## src/rtl/mode_key_driver.sv

```systemverilog
// mode_key_driver
// Emits one clean key pulse per mode bit that must flip so that a downstream
// toggle-per-press mode register reaches the requested mode. A shadow copy of
// the downstream mode is kept in cur_mode.
//
// Handshake: a request transfers on a rising edge where req_valid and
// req_ready are both high; req_mode is sampled only on that edge, and
// req_ready is high only while the block is idle.
//
// Optional feature macro: MODE_KEY_DRIVER_PARALLEL_EN
//   defined   -> all differing bits are pressed together in one PRESS/GAP pair
//   undefined -> bits are pressed one at a time, LSB first
module mode_key_driver #(
    parameter int WIDTH        = 2,
    parameter int PULSE_CYCLES = 4,
    parameter int GAP_CYCLES   = 4
) (
    input  logic             clk,
    input  logic             rst,
    input  logic             req_valid,
    output logic             req_ready,
    input  logic [WIDTH-1:0] req_mode,
    output logic [WIDTH-1:0] key,
    output logic [WIDTH-1:0] cur_mode,
    output logic             busy,
    output logic             done
);

    localparam int MAX_CYC = (PULSE_CYCLES > GAP_CYCLES) ? PULSE_CYCLES : GAP_CYCLES;
    localparam int CW      = $clog2(MAX_CYC) + 1;

    // Counters count down to zero, so a phase of N cycles loads N-1.
    localparam logic [CW-1:0] PULSE_LOAD = CW'(PULSE_CYCLES - 1);
    localparam logic [CW-1:0] GAP_LOAD   = CW'(GAP_CYCLES - 1);

    typedef enum logic [1:0] {
        S_IDLE  = 2'd0,
        S_PRESS = 2'd1,
        S_GAP   = 2'd2,
        S_DONE  = 2'd3
    } state_t;

    state_t           state_q, state_d;
    logic [CW-1:0]    cnt_q, cnt_d;
    logic [WIDTH-1:0] mask_q, mask_d;
    logic [WIDTH-1:0] sel_q, sel_d;
    logic [WIDTH-1:0] cur_mode_q, cur_mode_d;
    logic [WIDTH-1:0] key_q, key_d;
    logic             done_q, done_d;
    logic             ready_q, ready_d;
    logic             busy_q, busy_d;

    // Bits to press next: lowest pending bit, or every pending bit in parallel mode.
    function automatic logic [WIDTH-1:0] pick(input logic [WIDTH-1:0] pending);
`ifdef MODE_KEY_DRIVER_PARALLEL_EN
        return pending;
`else
        return pending & (~pending + WIDTH'(1));
`endif
    endfunction

    // State, datapath and registered outputs; reset drops key at once.
    always_ff @(posedge clk or posedge rst) begin
        if (rst) begin
            state_q    <= S_IDLE;
            cnt_q      <= '0;
            mask_q     <= '0;
            sel_q      <= '0;
            cur_mode_q <= '0;
            key_q      <= '0;
            done_q     <= 1'b0;
            ready_q    <= 1'b1;
            busy_q     <= 1'b0;
        end else begin
            state_q    <= state_d;
            cnt_q      <= cnt_d;
            mask_q     <= mask_d;
            sel_q      <= sel_d;
            cur_mode_q <= cur_mode_d;
            key_q      <= key_d;
            done_q     <= done_d;
            ready_q    <= ready_d;
            busy_q     <= busy_d;
        end
    end

    // Next state, phase counter, pending mask and shadow mode.
    always_comb begin
        state_d    = state_q;
        cnt_d      = cnt_q;
        mask_d     = mask_q;
        sel_d      = sel_q;
        cur_mode_d = cur_mode_q;
        case (state_q)
            S_IDLE: begin
                if (req_valid && ready_q) begin
                    mask_d = req_mode ^ cur_mode_q;
                    if (mask_d == '0) begin
                        state_d = S_DONE;
                        sel_d   = '0;
                        cnt_d   = '0;
                    end else begin
                        state_d    = S_PRESS;
                        sel_d      = pick(mask_d);
                        // Shadow flips in the same cycle the key rises.
                        cur_mode_d = cur_mode_q ^ sel_d;
                        cnt_d      = PULSE_LOAD;
                    end
                end
            end
            S_PRESS: begin
                if (cnt_q == '0) begin
                    state_d = S_GAP;
                    cnt_d   = GAP_LOAD;
                end else begin
                    cnt_d = cnt_q - CW'(1);
                end
            end
            S_GAP: begin
                if (cnt_q == '0) begin
                    mask_d = mask_q & ~sel_q;
                    if (mask_d == '0) begin
                        state_d = S_DONE;
                        sel_d   = '0;
                        cnt_d   = '0;
                    end else begin
                        state_d    = S_PRESS;
                        sel_d      = pick(mask_d);
                        cur_mode_d = cur_mode_q ^ sel_d;
                        cnt_d      = PULSE_LOAD;
                    end
                end else begin
                    cnt_d = cnt_q - CW'(1);
                end
            end
            S_DONE: begin
                state_d = S_IDLE;
                cnt_d   = '0;
            end
            default: begin
                state_d = S_IDLE;
                mask_d  = '0;
                sel_d   = '0;
                cnt_d   = '0;
            end
        endcase
    end

    // Output values for the next cycle, derived from the next state so they can be registered.
    always_comb begin
        key_d   = '0;
        done_d  = 1'b0;
        ready_d = 1'b0;
        busy_d  = 1'b1;
        case (state_d)
            S_IDLE: begin
                ready_d = 1'b1;
                busy_d  = 1'b0;
            end
            S_PRESS: key_d = sel_d;
            S_DONE:  done_d = 1'b1;
            default: key_d = '0;
        endcase
    end

    assign key       = key_q;
    assign cur_mode  = cur_mode_q;
    assign req_ready = ready_q;
    assign busy      = busy_q;
    assign done      = done_q;

endmodule

```

## config.mk

```make
export PLATFORM = sky130hd
export DESIGN_NAME = mode_key_driver
export DESIGN_NICKNAME = d
export VERILOG_FILES = /design/src/rtl/mode_key_driver.sv
export SDC_FILE = /design/constraint.sdc
export NUM_CORES = 1
export LEC_CHECK = 0
export ABC_CLOCK_PERIOD_IN_PS = 1600
export CORE_MARGIN = 8
export CORE_UTILIZATION = 40
export DETAILED_ROUTE_END_ITERATION = 6
export GPL_ROUTABILITY_DRIVEN = 0
export GPL_TIMING_DRIVEN = 0
export PLACE_DENSITY = 0.63
export SYNTH_ARGS = -nofsm -noshare
export SYNTH_HDL_FRONTEND = slang
export SYNTH_SLANG_ARGS = --single-unit
```

## constraint.sdc

```tcl
create_clock -name clk -period 1.6 [get_ports clk]
set_clock_uncertainty 0.15 [all_clocks]
set_input_delay 0.32 -clock clk [delete_from_list [all_inputs] [get_ports clk]]
set_output_delay 0.32 -clock clk [all_outputs]
set_load 0.1 [all_outputs]
```

==> impl_results.md, run 1 <==
* Post-route ant nets at 0
* Fin util at 58.9%
* Xor and xnor area share after synthesis at 4.71%
* CP max stage cell: dfrtp_1
* Dpl ws at -0.625 ns
* Total track usage at 11.2%
* Initial antenna violation count at 0
* Average size of a mapped cell at 10.0 sq um
* Max H-tree Level at 1
* Avg WL per Cell at 15.7 microns
* Final Hold Violating Endpoints at 0
* Peak Freq at 573 MHz
* Largest family of logic cells by synthesized area: compound AO/OA/AOI/OAI gates
* DRT iter0 DRCs at 17
* Worst Tran Pin Value at 0.620 ns
* First-pass GRT wire length at 3.73 mm
* DIE WIDTH at 63.5 microns
* Clock slew at reported path FFs at 0.10 ns
* Period utilisation layout at 109%
* Post-synth top flop: dfrtp_1
* Status: finished with violations
* Final setup viols at 8
* Core footprint at 0.00217 sq mm
* Clk root buf: clkbuf_4
* Endpoint type of the worst setup path: flip-flop
* Crit path cell chain: inv_2 -> ha_4 -> nor2b_4 -> mux2i_2 -> nand2_2 -> a2111oi_4
* Final worst slack at -0.146 ns
* Met3 Use GR at 3.00%
* Die height at 63.5 microns
* Grt met2 use at 17.9%
* HPWL after DPL at 1.40 mm
* RSZ-0062 raised after global routing: yes
* Slew Limit Fails at 0
* Clock sinks at 16
* Row count at 17
* Initial Utilization at 41.6%
* Largest net degree at the start of global routing at 17
* Max Cap Violations at 0
* Count of cell types in the netlist at 37
* # DRC at 0
* Synth Area in Compound Gates at 24.1%
* Worst relative slew slack at 58.6%
* Worst EP required at 1.64 ns
* Synth Register Bits at 16
* Nets at 124
* Post-synthesis sequential area ratio at 44.5%
* CTS Buf Count at 3
* N_diodes at 0
* Dpl cell area at 0.00107 sq mm
* Mapped cell area at 903 sq um
* Adder-cell share of the synthesized area at 2.77%
* Critical Path Max Stage Delay at 0.38 ns
* Critical Path Fanout Max at 3
* Finished Cell Area at 0.00128 sq mm
* Post-synth ARST share at 100%
* Most frequent cells in the layout: buf_4 (13), dfrtp_1 (13), buf_2 (5), nor2_1 (5), o21ai_1 (5)
* Die area at 0.00403 sq mm
* Vias post-DR at 782
* Filler cells at 191
* Cells after synthesis at 90
* Vias in the first global route at 804
* Crit Path Class: reg2reg
* DRT Wirelength at 2.26 mm
* HP Class: in2async
* First-pass DRT Iterations at 4
* Crit path launch type: flip-flop
* Layout area overhead at 41.6%
* Gr ovfl total at 0
* Vias per cell at 5.43
* Syn Nets at 97
* Post-layout minimum cycle time at 1.75 ns
* Global routing's busiest layer: met2
* Post-synth EDFFs at 0
* Post-Synth Simple-Gate Area at 19.3%
* Yosys warnings at 0
* CTS tree: built
* Worst-case clock buffer depth at 2
* Layout cell share with drive strength beyond 1 at 43.1%
* Failing checks: setup timing
* Port buffer count at 11
* # IOs at 12
* Clk Latency, worst-skew pair at 0.30 ns
* Multiplexer share of the synthesized area at 1.11%
* WP data arrival at 1.79 ns
* GR Util met1 at 13.6%
## cell usage after synthesis (2+ instances only)
cell	instances	area, sq um
nand2b_1	4	25.0
o21ai_0	6	30.0
inv_1	5	18.8
dfrtp_1	15	375
a21oi_1	6	30.0
a211oi_1	2	15.0
nor2_1	5	18.8
xnor2_1	2	17.5
nand4bb_1	2	22.5
nand2_1	6	22.5
nand3_1	2	10.0
nor2b_1	5	31.3
nand3b_1	2	15.0
buf_2	2	10.0
a21o_1	2	15.0
nor3_1	2	10.0
ha_1	2	25.0
## registers in the layout, indices dropped and copies added (netlist names)
signal	cells
state_q	2
done	1
cnt_q	3
sel_q	2
key	2
req_ready	1
busy	1
mask_q	2
cur_mode	2
## stage by stage
| stage | cells | hold WS, ns | setup TNS (ns) |
|---|---|---|---|
| final | 144 | 0.230 | -0.616 |
| after global routing | 144 | 0.326 | -1.48 |
| after CTS | 141 | 0.259 | -0.520 |
| after detailed placement | 129 | 0.332 | -6.93 |
| after global placement | 129 | 0.324 | -6.81 |
| after floorplan | 90 | 0.0830 | -0.713 |
## layer usage
| layer | up-vias | part of all wire (%) |
|---|---|---|
| li1 | 373 | - |
| met1 | 387 | 44 |
| met2 | 17 | 49 |
| met3 | 5 | 5.5 |
| met4 | 0 | 1.7 |
| met5 | - | 0 |
## critical path, delay by kind of cell (launching register included)
family	cells	cell delay [ns]
AOI/OAI and AO/OA	1	0.30
adders and majority gates	1	0.14
buffers and inverters	1	0.08
and+or+nand+nor	2	0.32
DFF	1	0.38
muxes	1	0.27
## cells by family (layout without fill, tap and decap cells)
kind of cell / after synthesis / after routing
compound gates: 29 / 29
xor+xnor: 4 / 4
fa+ha+maj: 2 / 2
buf+inv: 8 / 34
flops: 16 / 16
mux: 1 / 1
simple gates: 30 / 30
## final cells by class
| class | instances | area (sq um) | area share, % |
|---|---|---|---|
| flip-flops and latches | 16 | 410 | 32.1 |
| multi-input cells | 66 | 574 | 44.9 |
| inverters | 5 | 18.8 | 1.47 |
| repair buffers | 23 | 191 | 15.0 |
| clock buffers | 4 | 36.3 | 2.84 |
| well taps | 28 | 35.0 | 2.74 |
| plain buffers | 2 | 12.5 | 0.978 |
## timing repair
action / in CTS / in global routing
hold buffers: 0 / 0
endpoints found under the setup margin: 19 / 14
setup buffers: 9 / 3
resized for setup: 57 / 12
pin swaps: 6 / 7
## final timing paths
path / startpoint / end / slack [ns] / cells after the start
max: cnt_q[0] / key[0] / -0.15 / 6
min: rst / busy / 0.23 / 2
max reg2reg: cnt_q[0] / key[0] / -0.15 / 6
min reg2reg: mask_q[1] / mask_q[1] / 0.36 / 2
max in group asynchronous: rst / cur_mode[0] / 0.61 / 2
min in group clk: mask_q[1] / mask_q[1] / 0.36 / 2
Power of run 1 is not shown: default switching activity piles up to over one toggle a cycle in this logic, so the estimate is an artifact.
==> run 2: changes to the inputs <==
- CELL_PAD_IN_SITES_DETAIL_PLACEMENT: default -> 1
- CELL_PAD_IN_SITES_GLOBAL_PLACEMENT: default -> 1
- CORE_UTILIZATION: 40 -> 37
- PLACE_DENSITY: 0.63 -> 0.73
- TNS_END_PERCENT: default -> 30
==> run 2 against run 1 <==
Against the previous run:
- the run still ends with setup timing left
- utilization decreased by 8.5 points
- global-route usage increased by 0.055 points
- worst hold slack improved by 0.024 ns
- first-iteration DRC count increased by 88%
- worst setup slack got worse by 0.014 ns
- die area increased by 6.0%
- maximum frequency decreased by 0.79%
- highest routed layer unchanged
==> impl_results.md, run 2 (synthesis results as in run 1) <==
* Status: finished with violations
* Failing checks: setup timing
* Worst EP required at 1.64 ns (about the same)
* Vias post-DR at 761 (-2.7%)
* Clk Latency, worst-skew pair at 0.29 ns (about the same)
* Commonest non-fill, non-tap cell in the layout: dfrtp_1
* Die area at 0.00428 sq mm (+6.0%)
* First-pass GRT wire length at 3.82 mm (+2.4%)
* Final setup viols at 10 (+2)
* WP data arrival at 1.80 ns (about the same)
* HPWL after DPL at 1.56 mm (+11%)
* Gr ovfl total at 0 (unchanged)
* Worst-case clock buffer depth at 2 (unchanged)
* Clock sinks at 16 (unchanged)
* DRT iter0 DRCs at 32 (+15)
* Layout cell share with drive strength beyond 1 at 34.5% (-8.6 points)
* # IOs at 12 (unchanged)
* Worst Tran Pin Value at 0.643 ns (+0.0238 ns)
* DIE WIDTH at 65.4 microns (+3.0%)
* Placed cell count at 131 (+1.6%)
* Die height at 65.4 microns (+3.0%)
* N_diodes at 0 (unchanged)
* Most frequent cells in the layout: dfrtp_1 (13), buf_4 (7), a21oi_1 (6)
* Max H-tree Level at 1 (unchanged)
* Initial antenna violation count at 0 (unchanged)
* Crit-path leading delay family: flip-flops
* Crit Path Class: reg2reg
* Nets at 118 (-4.8%)
* Layout area overhead at 33.2%
* Port buffer count at 11 (unchanged)
* CTS Buf Count at 3 (unchanged)
* First-pass DRT Iterations at 4 (unchanged)
* Post-layout minimum cycle time at 1.76 ns (+0.0140 ns)
* Buffer and inverter count on the worst path at 0 (-1)
* HP Class: in2async
* Clk root buf: clkbuf_4
* Total track usage at 11.3% (+0.055 points)
* Initial Utilization at 37.8% (-3.8 points)
* Clock slew at reported path FFs at 0.10 ns (about the same)
* Endpoint type of the worst setup path: flip-flop
* Crit path launch type: flip-flop
* Largest net degree at the start of global routing at 17 (unchanged)
* Period utilisation layout at 110% (+0.87 points)
* RSZ-0062 raised after global routing: yes
* Peak Freq at 568 MHz (-0.79%)
* Final Hold Violating Endpoints at 0 (unchanged)
* Crit path cell chain: nand3b_1 -> a21oi_4 -> nor2_1 -> a2111oi_4
* Reg with most FFs: cnt_q
* Vias in the first global route at 812 (+1.0%)
* Vias per cell at 5.44 (about the same)
* CTS tree: built
* Final worst slack at -0.160 ns (-0.0140 ns)
* Critical Path Max Stage Delay at 0.66 ns (+0.28 ns)
* DRT Wirelength at 2.37 mm (+4.8%)
* CP max stage cell: dfstp_4
* Max FFs per register at 3 (unchanged)
* Slew Limit Fails at 0 (unchanged)
* Row count at 18 (+1)
* Critical Path Fanout Max at 5 (+2)
* Post-route ant nets at 0 (unchanged)
* Worst relative slew slack at 57.1% (-1.6 points)
* Core footprint at 0.00239 sq mm (+10%)
* # DRC at 0 (unchanged)
* Final cell count without fillers at 140 (-2.8%)
* Avg WL per Cell at 16.9 microns (+7.8%)
* Max Cap Violations at 0 (unchanged)
[run 2: worst paths after layout]
kind                       startpoint          end  slack (ns)  depth (start not counted)
max                         req_ready       key[0]       -0.16                          4
min                               rst   state_q[0]        0.25                          2
max reg2reg                 req_ready       key[0]       -0.16                          4
min reg2reg                 mask_q[1]    mask_q[1]        0.42                          2
max in group asynchronous         rst  cur_mode[0]        0.57                          2
min in group clk            mask_q[1]    mask_q[1]        0.42                          2
[run 2: area by class of cell]
class	count	area, sq um
Fill cell	292	1180
Multi-Input combinational cell	66	539
Sequential cell	16	410
Timing Repair Buffer	17	143
Tap cell	30	37.5
Clock buffer	4	36.3
Buffer	2	18.8
Inverter	5	18.8
[run 2: per-layer routing]
layer	part of all wire (%)	up-vias	routed length, microns	GRT usage, %
li1	-	362	-	-
met1	45	376	1060	12.6
met2	49	19	1170	19.9
met3	5.2	4	122	3.23
met4	0.97	0	23	4.09
met5	0	-	0	0
[run 2: timing repair]
| item | CTS | global route |
|---|---|---|
| hold buffers | 0 | 0 |
| setup buffers | 4 | 2 |
| pin swaps | 3 | 6 |
| endpoints found under the setup margin | 19 | 14 |
| hold endpoints to repair | 0 | 0 |
| gates resized for setup | 51 | 10 |
[run 2: metrics by stage]
step	utilization, %	TNS, ns	hold WS [ns]	setup slack [ns]	instance area, sq um
3_3_place_gp	45.0	-7.03	0.335	-0.628	1070
4_1_cts	48.3	-0.435	0.282	-0.123	1150
3_5_place_dp	45.0	-7.31	0.345	-0.625	1070
6_report	50.4	-0.661	0.254	-0.160	1200
5_1_grt	50.4	-1.46	0.318	-0.221	1200
2_1_floorplan	-	-0.788	0.0830	-0.210	926
Power of run 2 is left out for the same reason.
